## src/rtl/map_bus_mux_if.sv

```systemverilog
// map_bus_mux_if: groups the per-channel mapper buses and the shared CPU/ROM/BSRAM buses.
// Latency: none; this is a bundle of wires.
// Backpressure: none; ownership of the shared bus is decided by map_bus_mux.
// Ports: ch_* are per-channel mapper outputs packed NCH wide (channel k at slice k);
//        di/irq_n/rom_*/bsram_* are the shared bus driven by the arbiter.
//        master = mapper/board side, slave = arbiter side.
interface map_bus_mux_if #(
    parameter int NCH    = 5,
    parameter int ROM_AW = 24,
    parameter int RAM_AW = 20
);
    logic [NCH-1:0]        ch_active;
    logic [NCH*8-1:0]      ch_do;
    logic [NCH-1:0]        ch_irq_n;
    logic [NCH*ROM_AW-1:0] ch_rom_addr;
    logic [NCH-1:0]        ch_rom_ce_n;
    logic [NCH-1:0]        ch_rom_oe_n;
    logic [NCH-1:0]        ch_rom_word;
    logic [NCH*RAM_AW-1:0] ch_bsram_addr;
    logic [NCH*8-1:0]      ch_bsram_d;
    logic [NCH-1:0]        ch_bsram_ce_n;
    logic [NCH-1:0]        ch_bsram_oe_n;
    logic [NCH-1:0]        ch_bsram_we_n;

    logic [7:0]            di;
    logic                  irq_n;
    logic [ROM_AW-1:0]     rom_addr;
    logic                  rom_ce_n;
    logic                  rom_oe_n;
    logic                  rom_word;
    logic [RAM_AW-1:0]     bsram_addr;
    logic [7:0]            bsram_d;
    logic                  bsram_ce_n;
    logic                  bsram_oe_n;
    logic                  bsram_we_n;

    modport master (
        output ch_active, ch_do, ch_irq_n, ch_rom_addr, ch_rom_ce_n, ch_rom_oe_n, ch_rom_word,
               ch_bsram_addr, ch_bsram_d, ch_bsram_ce_n, ch_bsram_oe_n, ch_bsram_we_n,
        input  di, irq_n, rom_addr, rom_ce_n, rom_oe_n, rom_word,
               bsram_addr, bsram_d, bsram_ce_n, bsram_oe_n, bsram_we_n
    );

    modport slave (
        input  ch_active, ch_do, ch_irq_n, ch_rom_addr, ch_rom_ce_n, ch_rom_oe_n, ch_rom_word,
               ch_bsram_addr, ch_bsram_d, ch_bsram_ce_n, ch_bsram_oe_n, ch_bsram_we_n,
        output di, irq_n, rom_addr, rom_ce_n, rom_oe_n, rom_word,
               bsram_addr, bsram_d, bsram_ce_n, bsram_oe_n, bsram_we_n
    );
endinterface

```

## src/rtl/map_bus_mux.sv

```systemverilog
// map_bus_mux: registered owner select of the cartridge bus among NCH mapper channels.
// Latency: bus data/controls 0 cycles from the owner; an owner change takes >= 1+GUARD cycles from an idle CPU boundary.
// Backpressure: none; a pending switch waits in DRAIN until the owner is idle on a sysclkf_ce strobe.
// Ports: mclk/rst_n clock and async active-low reset; sysclkf_ce CPU cycle-boundary strobe;
//        conflict_clr clears the sticky conflict flag; bus (slave) carries channel buses in and the
//        shared bus out; sel/switching/conflict/turbo_allow report arbiter status.
module map_bus_mux #(
    parameter int             NCH         = 5,
    parameter int             ROM_AW      = 24,
    parameter int             RAM_AW      = 20,
    parameter int             DEFAULT_CH  = 0,
    parameter int             GUARD       = 4,
    parameter logic [NCH-1:0] TURBO_BLOCK = 5'b01010
) (
    input  logic         mclk,
    input  logic         rst_n,
    input  logic         sysclkf_ce,
    input  logic         conflict_clr,
    map_bus_mux_if.slave bus,
    output logic [2:0]   sel,
    output logic         switching,
    output logic         conflict,
    output logic         turbo_allow
);
    typedef enum logic [1:0] {ST_LOCKED = 2'd0, ST_DRAIN = 2'd1, ST_GUARD = 2'd2} state_t;

    localparam logic [3:0] GUARD_RELOAD = (GUARD > 0) ? 4'(GUARD - 1) : 4'd0;

    state_t            r_state, w_state_nxt;
    logic [2:0]        r_sel, w_sel_nxt, r_tgt, w_tgt_nxt, w_req;
    logic [3:0]        r_cnt, w_cnt_nxt, w_nact;
    logic              r_conflict, w_multi, w_idle;
    logic              w_unused_act0;

    // Fields of the currently selected channel.
    logic [7:0]        w_s_do, w_s_bsram_d;
    logic [ROM_AW-1:0] w_s_rom_addr;
    logic [RAM_AW-1:0] w_s_bsram_addr;
    logic              w_s_irq_n, w_s_rom_ce_n, w_s_rom_oe_n, w_s_rom_word;
    logic              w_s_bsram_ce_n, w_s_bsram_oe_n, w_s_bsram_we_n, w_s_turbo_blk;

    // Channel 0 is the fallback owner; its active bit carries no request.
    assign w_unused_act0 = bus.ch_active[0];

    // Lowest active coprocessor channel wins; count requesters for conflict detection.
    always_comb begin
        w_req  = 3'(DEFAULT_CH);
        w_nact = 4'd0;
        for (int k = NCH - 1; k >= 1; k--) begin
            if (bus.ch_active[k]) begin
                w_req  = 3'(k);
                w_nact = w_nact + 4'd1;
            end
        end
    end
    assign w_multi = (w_nact >= 4'd2);

    always_comb begin
        w_s_do         = '0;
        w_s_irq_n      = 1'b1;
        w_s_rom_addr   = '0;
        w_s_rom_ce_n   = 1'b1;
        w_s_rom_oe_n   = 1'b1;
        w_s_rom_word   = 1'b0;
        w_s_bsram_addr = '0;
        w_s_bsram_d    = '0;
        w_s_bsram_ce_n = 1'b1;
        w_s_bsram_oe_n = 1'b1;
        w_s_bsram_we_n = 1'b1;
        w_s_turbo_blk  = 1'b0;
        for (int k = 0; k < NCH; k++) begin
            if (r_sel == 3'(k)) begin
                w_s_do         = bus.ch_do[8*k +: 8];
                w_s_irq_n      = bus.ch_irq_n[k];
                w_s_rom_addr   = bus.ch_rom_addr[ROM_AW*k +: ROM_AW];
                w_s_rom_ce_n   = bus.ch_rom_ce_n[k];
                w_s_rom_oe_n   = bus.ch_rom_oe_n[k];
                w_s_rom_word   = bus.ch_rom_word[k];
                w_s_bsram_addr = bus.ch_bsram_addr[RAM_AW*k +: RAM_AW];
                w_s_bsram_d    = bus.ch_bsram_d[8*k +: 8];
                w_s_bsram_ce_n = bus.ch_bsram_ce_n[k];
                w_s_bsram_oe_n = bus.ch_bsram_oe_n[k];
                w_s_bsram_we_n = bus.ch_bsram_we_n[k];
                w_s_turbo_blk  = TURBO_BLOCK[k];
            end
        end
    end

    always_comb begin
        w_state_nxt = r_state;
        w_sel_nxt   = r_sel;
        w_tgt_nxt   = r_tgt;
        w_cnt_nxt   = r_cnt;
        case (r_state)
            ST_LOCKED: begin
                if (w_req != r_sel) begin
                    w_state_nxt = ST_DRAIN;
                    w_tgt_nxt   = w_req;
                end
            end
            ST_DRAIN: begin
                if (w_req == r_sel) begin
                    // Request withdrawn before the bus went quiet: nothing to hand over.
                    w_state_nxt = ST_LOCKED;
                end else begin
                    w_tgt_nxt = w_req;
                    if (sysclkf_ce && w_s_rom_ce_n && w_s_bsram_ce_n) begin
                        if (GUARD > 0) begin
                            w_state_nxt = ST_GUARD;
                            w_cnt_nxt   = GUARD_RELOAD;
                        end else begin
                            w_sel_nxt   = w_req;
                            w_state_nxt = ST_LOCKED;
                        end
                    end
                end
            end
            ST_GUARD: begin
                // A new target restarts the full quiet window.
                if (w_req != r_tgt) begin
                    w_tgt_nxt = w_req;
                    w_cnt_nxt = GUARD_RELOAD;
                end else if (r_cnt == 4'd0) begin
                    w_sel_nxt   = r_tgt;
                    w_state_nxt = ST_LOCKED;
                end else begin
                    w_cnt_nxt = r_cnt - 4'd1;
                end
            end
            default: w_state_nxt = ST_LOCKED;
        endcase
    end

    always_ff @(posedge mclk or negedge rst_n) begin
        if (!rst_n) begin
            r_state    <= ST_LOCKED;
            r_sel      <= 3'(DEFAULT_CH);
            r_tgt      <= 3'(DEFAULT_CH);
            r_cnt      <= 4'd0;
            r_conflict <= 1'b0;
        end else begin
            r_state <= w_state_nxt;
            r_sel   <= w_sel_nxt;
            r_tgt   <= w_tgt_nxt;
            r_cnt   <= w_cnt_nxt;
            // Set has priority over clear so an ongoing conflict cannot be hidden.
            if (w_multi)
                r_conflict <= 1'b1;
            else if (conflict_clr)
                r_conflict <= 1'b0;
        end
    end

    assign w_idle = !rst_n || (r_state == ST_GUARD);

    always_comb begin
        bus.di         = w_idle ? 8'd0 : w_s_do;
        bus.irq_n      = w_idle ? 1'b1 : w_s_irq_n;
        bus.rom_addr   = w_idle ? '0   : w_s_rom_addr;
        bus.rom_ce_n   = w_idle ? 1'b1 : w_s_rom_ce_n;
        bus.rom_oe_n   = w_idle ? 1'b1 : w_s_rom_oe_n;
        bus.rom_word   = w_idle ? 1'b0 : w_s_rom_word;
        bus.bsram_addr = w_idle ? '0   : w_s_bsram_addr;
        bus.bsram_d    = w_idle ? 8'd0 : w_s_bsram_d;
        bus.bsram_ce_n = w_idle ? 1'b1 : w_s_bsram_ce_n;
        bus.bsram_oe_n = w_idle ? 1'b1 : w_s_bsram_oe_n;
        bus.bsram_we_n = w_idle ? 1'b1 : w_s_bsram_we_n;
    end

    assign sel         = r_sel;
    assign switching   = (r_state != ST_LOCKED);
    assign conflict    = r_conflict;
    assign turbo_allow = ~w_s_turbo_blk & ~switching;
endmodule
```

## src/flat_wrapper.sv

```systemverilog
// flat-port wrapper written by rule: the top's interface ports become plain ports
module map_bus_mux_flat 
#(
    parameter int             NCH         = 5,
    parameter int             ROM_AW      = 24,
    parameter int             RAM_AW      = 20,
    parameter int             DEFAULT_CH  = 0,
    parameter int             GUARD       = 4,
    parameter logic [NCH-1:0] TURBO_BLOCK = 5'b01010
)
  (mclk, rst_n, sysclkf_ce, conflict_clr, sel, switching, conflict, turbo_allow, bus_ch_active, bus_ch_do, bus_ch_irq_n, bus_ch_rom_addr, bus_ch_rom_ce_n, bus_ch_rom_oe_n, bus_ch_rom_word, bus_ch_bsram_addr, bus_ch_bsram_d, bus_ch_bsram_ce_n, bus_ch_bsram_oe_n, bus_ch_bsram_we_n, bus_di, bus_irq_n, bus_rom_addr, bus_rom_ce_n, bus_rom_oe_n, bus_rom_word, bus_bsram_addr, bus_bsram_d, bus_bsram_ce_n, bus_bsram_oe_n, bus_bsram_we_n);
  map_bus_mux_if #(.NCH(NCH), .ROM_AW(ROM_AW), .RAM_AW(RAM_AW)) bus_i ();
  input  logic mclk;
  input  logic rst_n;
  input  logic sysclkf_ce;
  input  logic conflict_clr;
  output logic [2:0] sel;
  output logic switching;
  output logic conflict;
  output logic turbo_allow;
  input wire logic [$bits(bus_i.ch_active)-1:0] bus_ch_active;
  input wire logic [$bits(bus_i.ch_do)-1:0] bus_ch_do;
  input wire logic [$bits(bus_i.ch_irq_n)-1:0] bus_ch_irq_n;
  input wire logic [$bits(bus_i.ch_rom_addr)-1:0] bus_ch_rom_addr;
  input wire logic [$bits(bus_i.ch_rom_ce_n)-1:0] bus_ch_rom_ce_n;
  input wire logic [$bits(bus_i.ch_rom_oe_n)-1:0] bus_ch_rom_oe_n;
  input wire logic [$bits(bus_i.ch_rom_word)-1:0] bus_ch_rom_word;
  input wire logic [$bits(bus_i.ch_bsram_addr)-1:0] bus_ch_bsram_addr;
  input wire logic [$bits(bus_i.ch_bsram_d)-1:0] bus_ch_bsram_d;
  input wire logic [$bits(bus_i.ch_bsram_ce_n)-1:0] bus_ch_bsram_ce_n;
  input wire logic [$bits(bus_i.ch_bsram_oe_n)-1:0] bus_ch_bsram_oe_n;
  input wire logic [$bits(bus_i.ch_bsram_we_n)-1:0] bus_ch_bsram_we_n;
  output wire logic [$bits(bus_i.di)-1:0] bus_di;
  output wire logic [$bits(bus_i.irq_n)-1:0] bus_irq_n;
  output wire logic [$bits(bus_i.rom_addr)-1:0] bus_rom_addr;
  output wire logic [$bits(bus_i.rom_ce_n)-1:0] bus_rom_ce_n;
  output wire logic [$bits(bus_i.rom_oe_n)-1:0] bus_rom_oe_n;
  output wire logic [$bits(bus_i.rom_word)-1:0] bus_rom_word;
  output wire logic [$bits(bus_i.bsram_addr)-1:0] bus_bsram_addr;
  output wire logic [$bits(bus_i.bsram_d)-1:0] bus_bsram_d;
  output wire logic [$bits(bus_i.bsram_ce_n)-1:0] bus_bsram_ce_n;
  output wire logic [$bits(bus_i.bsram_oe_n)-1:0] bus_bsram_oe_n;
  output wire logic [$bits(bus_i.bsram_we_n)-1:0] bus_bsram_we_n;
  assign bus_i.ch_active = bus_ch_active;
  assign bus_i.ch_do = bus_ch_do;
  assign bus_i.ch_irq_n = bus_ch_irq_n;
  assign bus_i.ch_rom_addr = bus_ch_rom_addr;
  assign bus_i.ch_rom_ce_n = bus_ch_rom_ce_n;
  assign bus_i.ch_rom_oe_n = bus_ch_rom_oe_n;
  assign bus_i.ch_rom_word = bus_ch_rom_word;
  assign bus_i.ch_bsram_addr = bus_ch_bsram_addr;
  assign bus_i.ch_bsram_d = bus_ch_bsram_d;
  assign bus_i.ch_bsram_ce_n = bus_ch_bsram_ce_n;
  assign bus_i.ch_bsram_oe_n = bus_ch_bsram_oe_n;
  assign bus_i.ch_bsram_we_n = bus_ch_bsram_we_n;
  assign bus_di = bus_i.di;
  assign bus_irq_n = bus_i.irq_n;
  assign bus_rom_addr = bus_i.rom_addr;
  assign bus_rom_ce_n = bus_i.rom_ce_n;
  assign bus_rom_oe_n = bus_i.rom_oe_n;
  assign bus_rom_word = bus_i.rom_word;
  assign bus_bsram_addr = bus_i.bsram_addr;
  assign bus_bsram_d = bus_i.bsram_d;
  assign bus_bsram_ce_n = bus_i.bsram_ce_n;
  assign bus_bsram_oe_n = bus_i.bsram_oe_n;
  assign bus_bsram_we_n = bus_i.bsram_we_n;
  map_bus_mux #(.NCH(NCH), .ROM_AW(ROM_AW), .RAM_AW(RAM_AW), .DEFAULT_CH(DEFAULT_CH), .GUARD(GUARD), .TURBO_BLOCK(TURBO_BLOCK)) u_core (.mclk(mclk), .rst_n(rst_n), .sysclkf_ce(sysclkf_ce), .conflict_clr(conflict_clr), .bus(bus_i), .sel(sel), .switching(switching), .conflict(conflict), .turbo_allow(turbo_allow));
endmodule
```

## config.mk

```make
export PLATFORM = sky130hd
export DESIGN_NAME = map_bus_mux_flat
export DESIGN_NICKNAME = d
export VERILOG_FILES = /design/src/rtl/map_bus_mux_if.sv /design/src/rtl/map_bus_mux.sv /design/src/flat_wrapper.sv
export SDC_FILE = /design/constraint.sdc
export NUM_CORES = 1
export LEC_CHECK = 0
export ABC_CLOCK_PERIOD_IN_PS = 3400
export BUFFER_PORTS_ARGS = -buffer_cell sky130_fd_sc_hd__buf_2
export CAP_MARGIN = 20
export CORE_AREA = 10 10 152 154
export DETAILED_ROUTE_END_ITERATION = 7
export DIE_AREA = 0 0 162 164
export HOLD_SLACK_MARGIN = 0.03
export PLACE_DENSITY = 0.59
export SLEW_MARGIN = 20
export SYNTH_ARGS = -nofsm -noshare
export SYNTH_HDL_FRONTEND = slang
export SYNTH_SLANG_ARGS = --single-unit
```

## constraint.sdc

```tcl
create_clock -name mclk -period 3.4 [get_ports mclk]
set_input_delay 0.51 -clock mclk [delete_from_list [all_inputs] [get_ports mclk]]
set_output_delay 0.51 -clock mclk [all_outputs]
set_load 0.05 [all_outputs]
```

==> flow_summary_export.csv, run 1 <==
group,metric,value,unit
floorplan,dieArea,26570,sq um
clock_network,h-tree-depth,1,
routing,drtPass1Iterations,5,
placement,io_buffers,415,
floorplan,rows,52,
timing,setup_violations,0,
critical_path,critPathTopFamily,"buffers and inverters",
power_and_ir_drop,power.density,235.1,nW/um^2
timing,worst_pin_slew,0.5420,ns
critical_path,path_common_cell,"nor2_1",
synth,synthesis.area,3710,sq um
routing,vias_per_cell,4.603,
critical_path,setup.worst_path.start_class,"flop",
power_and_ir_drop,ir_drop,367.9,uV
clock_network,cts_buffers,3,
flow_run,drv_cap,0,
synth,synthTopCellsByArea,"mux4_2 39%, nor2b_1 11%, dfrtp_1 8.8%",
clock_network,cts_tree,"built",
routing,drc,0,
floorplan,die_h,164,um
clock_network,insertion_delay,0.24,ns
synth,synth_common_cells,"68 x nor2_1, 65 x mux4_2, 64 x a21oi_1, 63 x nor2b_1, 27 x clkbuf_1",
finish,fillers,2159,
grt,grt-ovfl-total,0,
clock_network,clock-sinks,13,
timing,rsz0062_at_grt,"no",
timing,fmax,344.6,MHz
timing,hold_viol_final,0,
finish,nets,1165,
critical_path,worst_setup_path_end_kind,"output pin",
critical_path,critPathMaxStageDelay,0.54,ns
critical_path,critical_path_arrival,2.39,ns
grt,grt_start_max_net_pins,47,
clock_network,cts_buffer_depth,2,
grt,grt_pass1_vias,5151,
synth,ys_types,45,
worst_hold_path,hp-class,"input pin to async pin",
critical_path,critPathRequiredTime,2.89,ns
critical_path,crit_chain,"nor2_1, and2_2, buf_4, a21oi_1, nor2_1, buf_2",
clock_network,cts_resized,0,
placement,dp_slack,0.6444,ns
floorplan,start_util,18.51,%
clock_network,postCtsSetupBuffers,0,
timing,period_share,85.36,%
synth,syn_avg_cell_area,8.770,sq um
timing,post-route-min-period,2.902,ns
placement,gp_congestion,0.9081,
routing,drt_wl_total,22.14,mm
timing,timing.setup.tns,0,ns
finish,layout-drive-gt1-share,62.15,%
synth,synth.most_common_cell,"nor2_1",
clock_network,hold_buffers,0,
critical_path,crit_type,"flop to output pin",
critical_path,cp.buffers_inverters,2,
synth,yosys.area.top_type,"mux4_2",
timing,drv_slew,0,
routing,vias,4976,
critical_path,r2r_slack,0.76,ns
critical_path,cp_slowest_cell,"dfrtp_4",
synth,yosys_warnings,0,
synth,synth-edff-count,0,
outcome,outcome,"completed",
synth,synth_top_area_share,39.46,%
finish,antenna_cells,0,
grt,grt_pass1_wl,31.35,mm
floorplan,die_w,162,um
clock_network,clockRootBuffer,"clkbuf_16",
floorplan,core_area,20040,sq um
timing,timing.slew.headroom,63.87,%
routing,ant_nets,0,
synth,async_reset_ff_share,100.0,%
placement,dp_hpwl,19.47,mm
clock_network,path_clk_slew,0.05,ns
grt,antenna_found_initial,3,
grt,grtUsageTotal,14.84,%
synth,yosysSeqAreaShare,8.769,%
power_and_ir_drop,leakagePower,2.995,nW
synth,synth_flop_cell,"dfrtp_1",
synth,syn_inst,423,
finish,syn2layout_area_growth,65.80,%
timing,setup_ws,0.4979,ns
routing,dr.first_iter.drc_count,354,
timing,clock-skew-final,0.004330,ns
synth,synth_fp_nets,776,
floorplan,ioPinCount,417,
synth,ys_ff_latch,13,
routing,post_drt_wl_per_cell,20.48,um
critical_path,worst-path-max-fanout,46,
layout make-up:
class	count	area, sq um	area share [%]
Multi-Input combinational cell	355	3158	51.34
Timing Repair Buffer	425	2190	35.60
Tap cell	270	337.8	5.492
Sequential cell	13	334.1	5.431
Clock buffer	4	78.83	1.282
Inverter	14	52.55	0.8544
through the flow:
step / std cells / cell area [sq um] / hold WS, ns / total power [mW] / util [%]
floorplan: 423 / 3710 / 0.2144 / 0.8547 / -
global placement: 1077 / 6072 / 0.4883 / 1.211 / 30.30
detailed placement: 1077 / 6072 / 0.5003 / 1.225 / 30.30
CTS: 1081 / 6151 / 0.2438 / 1.454 / 30.69
global route: 1081 / 6151 / 0.2527 / 1.537 / 30.69
finish: 1081 / 6151 / 0.2365 / 1.446 / 30.69
final timing paths:
path                                      start  depth (start not counted)                end
worst max-delay path              u_core.sel[1]                          6   bus_rom_addr[23]
worst min-delay path                      rst_n                          2  u_core.r_state[0]
worst max register to register    u_core.sel[0]                          7    u_core.r_cnt[0]
worst min register to register  u_core.r_tgt[1]                          1      u_core.sel[1]
max in group asynchronous                 rst_n                          2      u_core.sel[1]
min in group mclk               u_core.r_tgt[1]                          1      u_core.sel[1]
where the power goes:
group | internal, mW | total [mW] | leakage [nW] | switching (mW)
registers | 0.181 | 0.207 | 0.155 | 0.0265
clock network | 0.158 | 0.223 | 0.0382 | 0.0645
logic | 0.393 | 1.02 | 2.80 | 0.623
sequential cells by signal, indices dropped and copies added (netlist names):
signal	flops
u_core.r_cnt	4
u_core.r_tgt	3
u_core.sel	3
u_core.r_state	2
u_core.conflict	1
worst register-to-register path, delay by kind of cell, from the launching register on:
kind | cells | cell delay [ns]
flops | 1 | 0.50
mux | 1 | 0.28
simple gates | 2 | 0.61
buf+inv | 1 | 0.20
compound gates | 3 | 0.95
cells by family (layout without fill, tap and decap cells):
kind of cell / Yosys count / count (layout) / synth area share, %
AND/OR/NAND/NOR: 166 / 166 / 22.60
AO/OA/AOI/OAI: 98 / 98 / 15.21
multiplexers: 77 / 77 / 43.00
buffers and inverters: 55 / 443 / 6.206
flip-flops: 13 / 13 / 8.769
adder cells (fa/ha/maj): 9 / 9 / 3.035
XOR/XNOR: 5 / 5 / 1.181
cells in the final DEF (no fill, tap or decap), drive strengths merged, types with 6 or more instances in the layout:
master | netlist | layout
mux2 | 6 | 6
mux4 | 65 | 65
nand2b | 7 | 7
mux2i | 6 | 6
nor2b | 63 | 63
ha | 9 | 9
buf | 14 | 425
o21ai | 11 | 11
a21oi | 64 | 64
nor2 | 68 | 68
dfrtp | 13 | 13
inv | 14 | 14
nand2 | 13 | 13
routing by layer:
layer  vias to the layer above  track usage, %  share of wire, %
met3                        21           3.504               8.5
met2                       276           26.26                51
met1                      2325           18.48                40
li1                       2348               -                 -
met5                         -               0              0.22
met4                         6           1.530              0.84
No activity file was read; power rests on OpenSTA's default activity.
==> run 2, diff against run 1 <==
Settings changed: ABC_CLOCK_PERIOD_IN_PS 3400 to 2400, PLACE_DENSITY 0.59 to 0.61.
Clock period 3.4 ns to 2.4 ns, I/O delays scaled along.
==> run 2 against run 1 <==
Compared with the run above:
- the run now ends with setup timing left
- highest routed layer unchanged
- non-clock buffer count increased by 39
- sequential power increased by 42%
- die area unchanged
- combinational power increased by 83%
- design area increased by 31%
- register-to-register slack got worse by 0.75 ns
- critical path depth increased by 1
- wire length increased by 13%
==> flow_summary_export.csv, run 2 (synthesis results as in run 1) <==
group,metric,value,unit
floorplan,core_area,20040,sq um
critical_path,setup.worst_path.start_class,"flop",
timing,timing.slew.headroom,68.20,%
finish,syn2layout_area_growth,116.8,%
critical_path,r2r_slack,0.01,ns
power_and_ir_drop,p_clk_share,12.8,%
grt,grtUsageTotal,16.00,%
timing,setup_violations,36,
finish,top_register,"u_core.r_cnt",
routing,post_drt_wl_per_cell,22.27,um
finish,final_common_cell,"buf_2",
finish,layout-drive-gt1-share,80.35,%
critical_path,r2r_cells,9,
timing,rsz0062_at_grt,"yes",
clock_network,h-tree-depth,1,
critical_path,worst-path-max-fanout,7,
power_and_ir_drop,seqPwrFrac,11.8,%
critical_path,crit_type,"flop to output pin",
floorplan,die_w,162,um
worst_hold_path,hp-class,"input pin to flop",
critical_path,critPathRequiredTime,2.04,ns
placement,gp_congestion,0.9433,
clock_network,cts_tree,"built",
routing,vias,5341,
clock_network,insertion_delay,0.25,ns
finish,nets,1204,
routing,dr.first_iter.drc_count,320,
critical_path,worst_setup_path_end_kind,"output pin",
floorplan,die_h,164,um
critical_path,critical_path_arrival,2.12,ns
power_and_ir_drop,p_comb_share,75.4,%
routing,vias_per_cell,4.764,
power_and_ir_drop,intPower,1.294,mW
clock_network,clock-sinks,13,
routing,drtPass1Iterations,5,
clock_network,clockRootBuffer,"clkbuf_16",
floorplan,start_util,18.51,%
flow_run,drv_cap,0,
power_and_ir_drop,p_sw,1.192,mW
grt,antenna_found_initial,2,
outcome,outcome,"finished, violations left",
timing,worst_pin_slew,0.4770,ns
finish,largest_reg_flops,4,
routing,drt_wl_total,24.96,mm
finish,layout.cells.non_filler,1121,
power_and_ir_drop,leakagePower,3.505,nW
outcome,violations,"setup timing",
placement,io_buffers,415,
floorplan,dieArea,26570,sq um
power_and_ir_drop,p_sw_share,47.95,%
finish,final_core_util,40.14,%
clock_network,cts_buffer_depth,2,
routing,drc,0,
placement,numPlacedInstances,1094,
grt,grt_start_max_net_pins,42,
timing,post-route-min-period,2.477,ns
power_and_ir_drop,ir_drop,443.4,uV
timing,drv_slew,0,
clock_network,cts_buffers,3,
floorplan,rows,52,
grt,grt-ovfl-total,0,
grt,grt_pass1_vias,5514,
routing,ant_nets,0,
critical_path,startpoint,"u_core.sel[0]",
grt,grt_pass1_wl,33.42,mm
timing,period_share,103.2,%
timing,fmax,403.7,MHz
power_and_ir_drop,power.density,309.0,nW/um^2
worst_hold_path,min_from,"conflict_clr",
worst_hold_path,hold_depth,3,
placement,dp_hpwl,19.71,mm
timing,setup_ws,-0.07682,ns
clock_network,path_clk_slew,0.05,ns
timing,hold_viol_final,0,
critical_path,worstReg2RegStart,"u_core.sel[0]",
timing,clock-skew-final,0.003347,ns
floorplan,ioPinCount,417,
finish,layout_common_cells,"352 x buf_2, 65 x mux4_2, 61 x nor2_4",
timing,timing.setup.tns,-1.097,ns
==> run 2: changes by cell type in the layout (fill, tap and decap cells not counted), sizes merged <==
cell,before,now
buf,425,458
clkbuf,4,9
dlygate4sd3,0,1
diode,0,1
==> run 2: timing repair <==
action                     in CTS  in global routing
cloned                          3                  6
hold endpoints to repair        6                  0
gates resized for setup       148                 85
hold buffers                    1                  0
setup endpoints to repair      62                 67
pin swaps                       0                  9
buffers inserted                7                  5
==> run 2: path summary, 6_finish.rpt <==
kind | end
setup / recovery | bus_bsram_addr[17]
hold / removal | u_core.conflict
setup reg to reg | u_core.r_cnt[0]
hold reg to reg | u_core.r_cnt[1]
max in group asynchronous | u_core.sel[0]
min in group asynchronous | u_core.r_cnt[0]
==> run 2: critical path, stage by stage, from the launching register on <==
cell	delay, ns
dfrtp_4	0.50
buf_12	0.17
clkbuf_16	0.16
mux4_2	0.48
nor2b_1	0.16
a21oi_2	0.18
nor2_4	0.05
buf_6	0.16
==> run 2: routing by layer <==
layer  global-route usage, %  share of wire [%]
met4                   3.639                1.9
met1                   18.30                 37
met5                       0              0.028
met2                   29.03                 53
met3                   4.330                8.3
==> run 2: stage by stage <==
stage                     setup slack [ns]  cell area, sq um  power [mW]  hold WS (ns)
final                             -0.07682              8044       2.486        0.4033
after detailed placement         -0.004721              6803       1.961        0.2362
after global routing               -0.1457              8044       2.632        0.4193
after CTS                         -0.09315              7538       2.401        0.4002
after floorplan                   -0.04546              4205       1.364       0.06441
after global placement             0.01722              6803       1.943        0.2353
==> run 2: final cells by class <==
cell class                      count  area [sq um]
Inverter                           14         52.55
Clock buffer                        4         78.83
Multi-Input combinational cell    355          4010
Timing Repair Buffer              464          3228
Antenna cell                        1         2.502
Sequential cell                    13         334.1
Tap cell                          270         337.8
Fill cell                        1957         12000
==> run 2: power by group through the flow <==
stage | Sequential (mW) | Clock [mW] | Combinational, mW
after floorplan | 0.297 | 0 | 1.07
after global placement | 0.297 | 0 | 1.65
after detailed placement | 0.297 | 0 | 1.66
after CTS | 0.294 | 0.324 | 1.78
after global routing | 0.302 | 0.339 | 1.99
final | 0.294 | 0.318 | 1.87
==> run 3, diff against run 2 <==
Settings changed: RECOVER_POWER set to 50.
==> run 3 against run 2 <==
Compared with the run above:
- the run still ends with setup timing left
- largest cell class unchanged
- wire length is essentially flat
- critical endpoint unchanged
- clock power is essentially flat
- setup slack lost 0.00052 ns
- sequential power is essentially flat
- sequential cell count is the same
==> flow_summary_export.csv, run 3 (synthesis results as in run 1) <==
group,metric,value,unit
outcome,outcome,"finished, violations left",
outcome,violations,"setup timing",
clock_network,h-tree-depth,1,
critical_path,critPathRequiredTime,2.04,ns
floorplan,die_h,164,um
routing,vias_per_cell,4.757,
critical_path,worst-path-max-fanout,7,
grt,antenna_found_initial,2,
floorplan,start_util,18.51,%
floorplan,core_area,20040,sq um
placement,dp_hpwl,19.71,mm
routing,drc,0,
timing,post-route-min-period,2.477,ns
power_and_ir_drop,leakagePower,3.487,nW
timing,drv_slew,0,
timing,clock-skew-final,0.002965,ns
power_and_ir_drop,ir_drop,443.1,uV
power_and_ir_drop,power.total,2.484,mW
clock_network,clockRootBuffer,"clkbuf_16",
worst_hold_path,hp-class,"input pin to flop",
finish,fillers,1963,
floorplan,die_w,162,um
finish,layout-drive-gt1-share,79.76,%
timing,rsz0062_at_grt,"yes",
routing,drt_wl_total,24.95,mm
timing,worst_pin_slew,0.6341,ns
timing,setup_violations,37,
critical_path,r2r_cells,9,
clock_network,clock-sinks,13,
routing,vias,5333,
timing,setup_ws,-0.07734,ns
clock_network,insertion_delay,0.25,ns
critical_path,cp.buffers_inverters,3,
critical_path,setup.worst_path.start_class,"flop",
placement,io_buffers,415,
floorplan,rows,52,
timing,period_share,103.2,%
critical_path,crit_chain,"buf_12, clkbuf_16, mux4_2, nor2b_1, a21oi_2, nor2_4, buf_6",
routing,ant_nets,0,
critical_path,crit_type,"flop to output pin",
grt,grt_pass1_vias,5514,
critical_path,cp_slowest_cell,"dfrtp_4",
timing,hold_viol_final,0,
power_and_ir_drop,power.density,309.2,nW/um^2
routing,dr.first_iter.drc_count,324,
finish,final_core_util,40.08,%
grt,grt_start_max_net_pins,42,
clock_network,cts_tree,"built",
timing,timing.slew.headroom,57.91,%
clock_network,cts_buffer_depth,2,
routing,post_drt_wl_per_cell,22.26,um
finish,syn2layout_area_growth,116.5,%
clock_network,cts_buffers,3,
clock_network,path_clk_slew,0.05,ns
finish,nets,1204,
finish,largest_reg_flops,4,
critical_path,critPathMaxStageDelay,0.50,ns
grt,grt_pass1_wl,33.42,mm
critical_path,critical_path_arrival,2.12,ns
floorplan,ioPinCount,417,
critical_path,critPathTopFamily,"flip-flops",
critical_path,crit_cells,7,
routing,drtPass1Iterations,5,
grt,grtUsageTotal,16.00,%
timing,fmax,403.7,MHz
placement,gp_congestion,0.9433,
critical_path,worst_setup_path_end_kind,"output pin",
grt,grt-ovfl-total,0,
flow_run,drv_cap,0,
finish,layout_common_cells,"349 x buf_2, 65 x mux4_2, 61 x nor2_4",
floorplan,dieArea,26570,sq um
finish,top_register,"u_core.r_cnt",
finish,final_common_cell,"buf_2",
worst_hold_path,hold_depth,3,
[run 3: cell types whose count changed in the layout (fill, tap and decap cells not counted)]
cell      previous run  this run
clkbuf_1             1         6
buf_2              352       349
buf_4               21        19
[run 3: timing repair]
| item | 4_1_cts | 5_1_grt |
|---|---|---|
| pin swaps | 0 | 9 |
| setup buffers | 7 | 5 |
| endpoints found under the hold margin | 6 | 0 |
| gates resized for setup | 148 | 85 |
| hold buffers | 1 | 0 |
| setup endpoints to repair | 62 | 67 |
| cloned | 3 | 6 |
[run 3: worst register-to-register path, cell delays in order, from the launching register on]
cell	delay (ns)
dfrtp_4	0.54
buf_12	0.16
buf_16	0.14
buf_4	0.14
or3_4	0.39
a32oi_4	0.22
o41a_1	0.21
buf_4	0.13
nor3b_1	0.06
mux2_4	0.26
[run 3: path summary, 6_finish.rpt]
check / from / endpoint / slack [ns]
worst min register to register: u_core.r_tgt[1] / u_core.sel[1] / 0.51
worst max-delay path: u_core.sel[0] / bus_bsram_addr[17] / -0.08
max in group asynchronous: rst_n / u_core.sel[0] / 1.29
worst max register to register: u_core.sel[0] / u_core.r_cnt[0] / 0.01
worst min-delay path: conflict_clr / u_core.conflict / 0.40
min in group asynchronous: rst_n / u_core.r_cnt[0] / 0.51
[run 3: routing by layer]
layer	track usage [%]	up-vias	routed length, um
li1	-	2431	-
met1	18.30	2583	9310
met2	29.03	289	13110
met3	4.330	28	2051
met4	3.639	2	467
met5	0	-	7
[run 3: cell type report]
class | instances | area, sq um | area share (%)
diodes | 1 | 2.502 | 0.03115
clock buffers | 4 | 78.83 | 0.9813
inverters | 14 | 52.55 | 0.6542
multi-input cells | 355 | 4010 | 49.92
flip-flops and latches | 13 | 334.1 | 4.159
well taps | 270 | 337.8 | 4.206
repair buffers | 464 | 3217 | 40.05
[run 3: metrics by stage]
stage / instances / setup slack, ns / hold slack (ns) / instance area (sq um) / setup TNS [ns]
2_1_floorplan: 423 / -0.04546 / 0.06441 / 4205 / -1.088
3_3_place_gp: 1094 / 0.01722 / 0.2353 / 6803 / 0
3_5_place_dp: 1094 / -0.004721 / 0.2362 / 6803 / -0.004721
4_1_cts: 1109 / -0.09315 / 0.4002 / 7538 / -1.722
5_1_grt: 1121 / -0.1457 / 0.4193 / 8033 / -5.226
6_report: 1121 / -0.07734 / 0.4033 / 8033 / -1.116
[run 3: report_power, final]
part / switching, mW / internal (mW) / total [mW]
Sequential: 0.0373 / 0.256 / 0.293
Combinational: 1.06 / 0.811 / 1.87
Clock: 0.0940 / 0.224 / 0.318
Total: 1.19 / 1.29 / 2.48
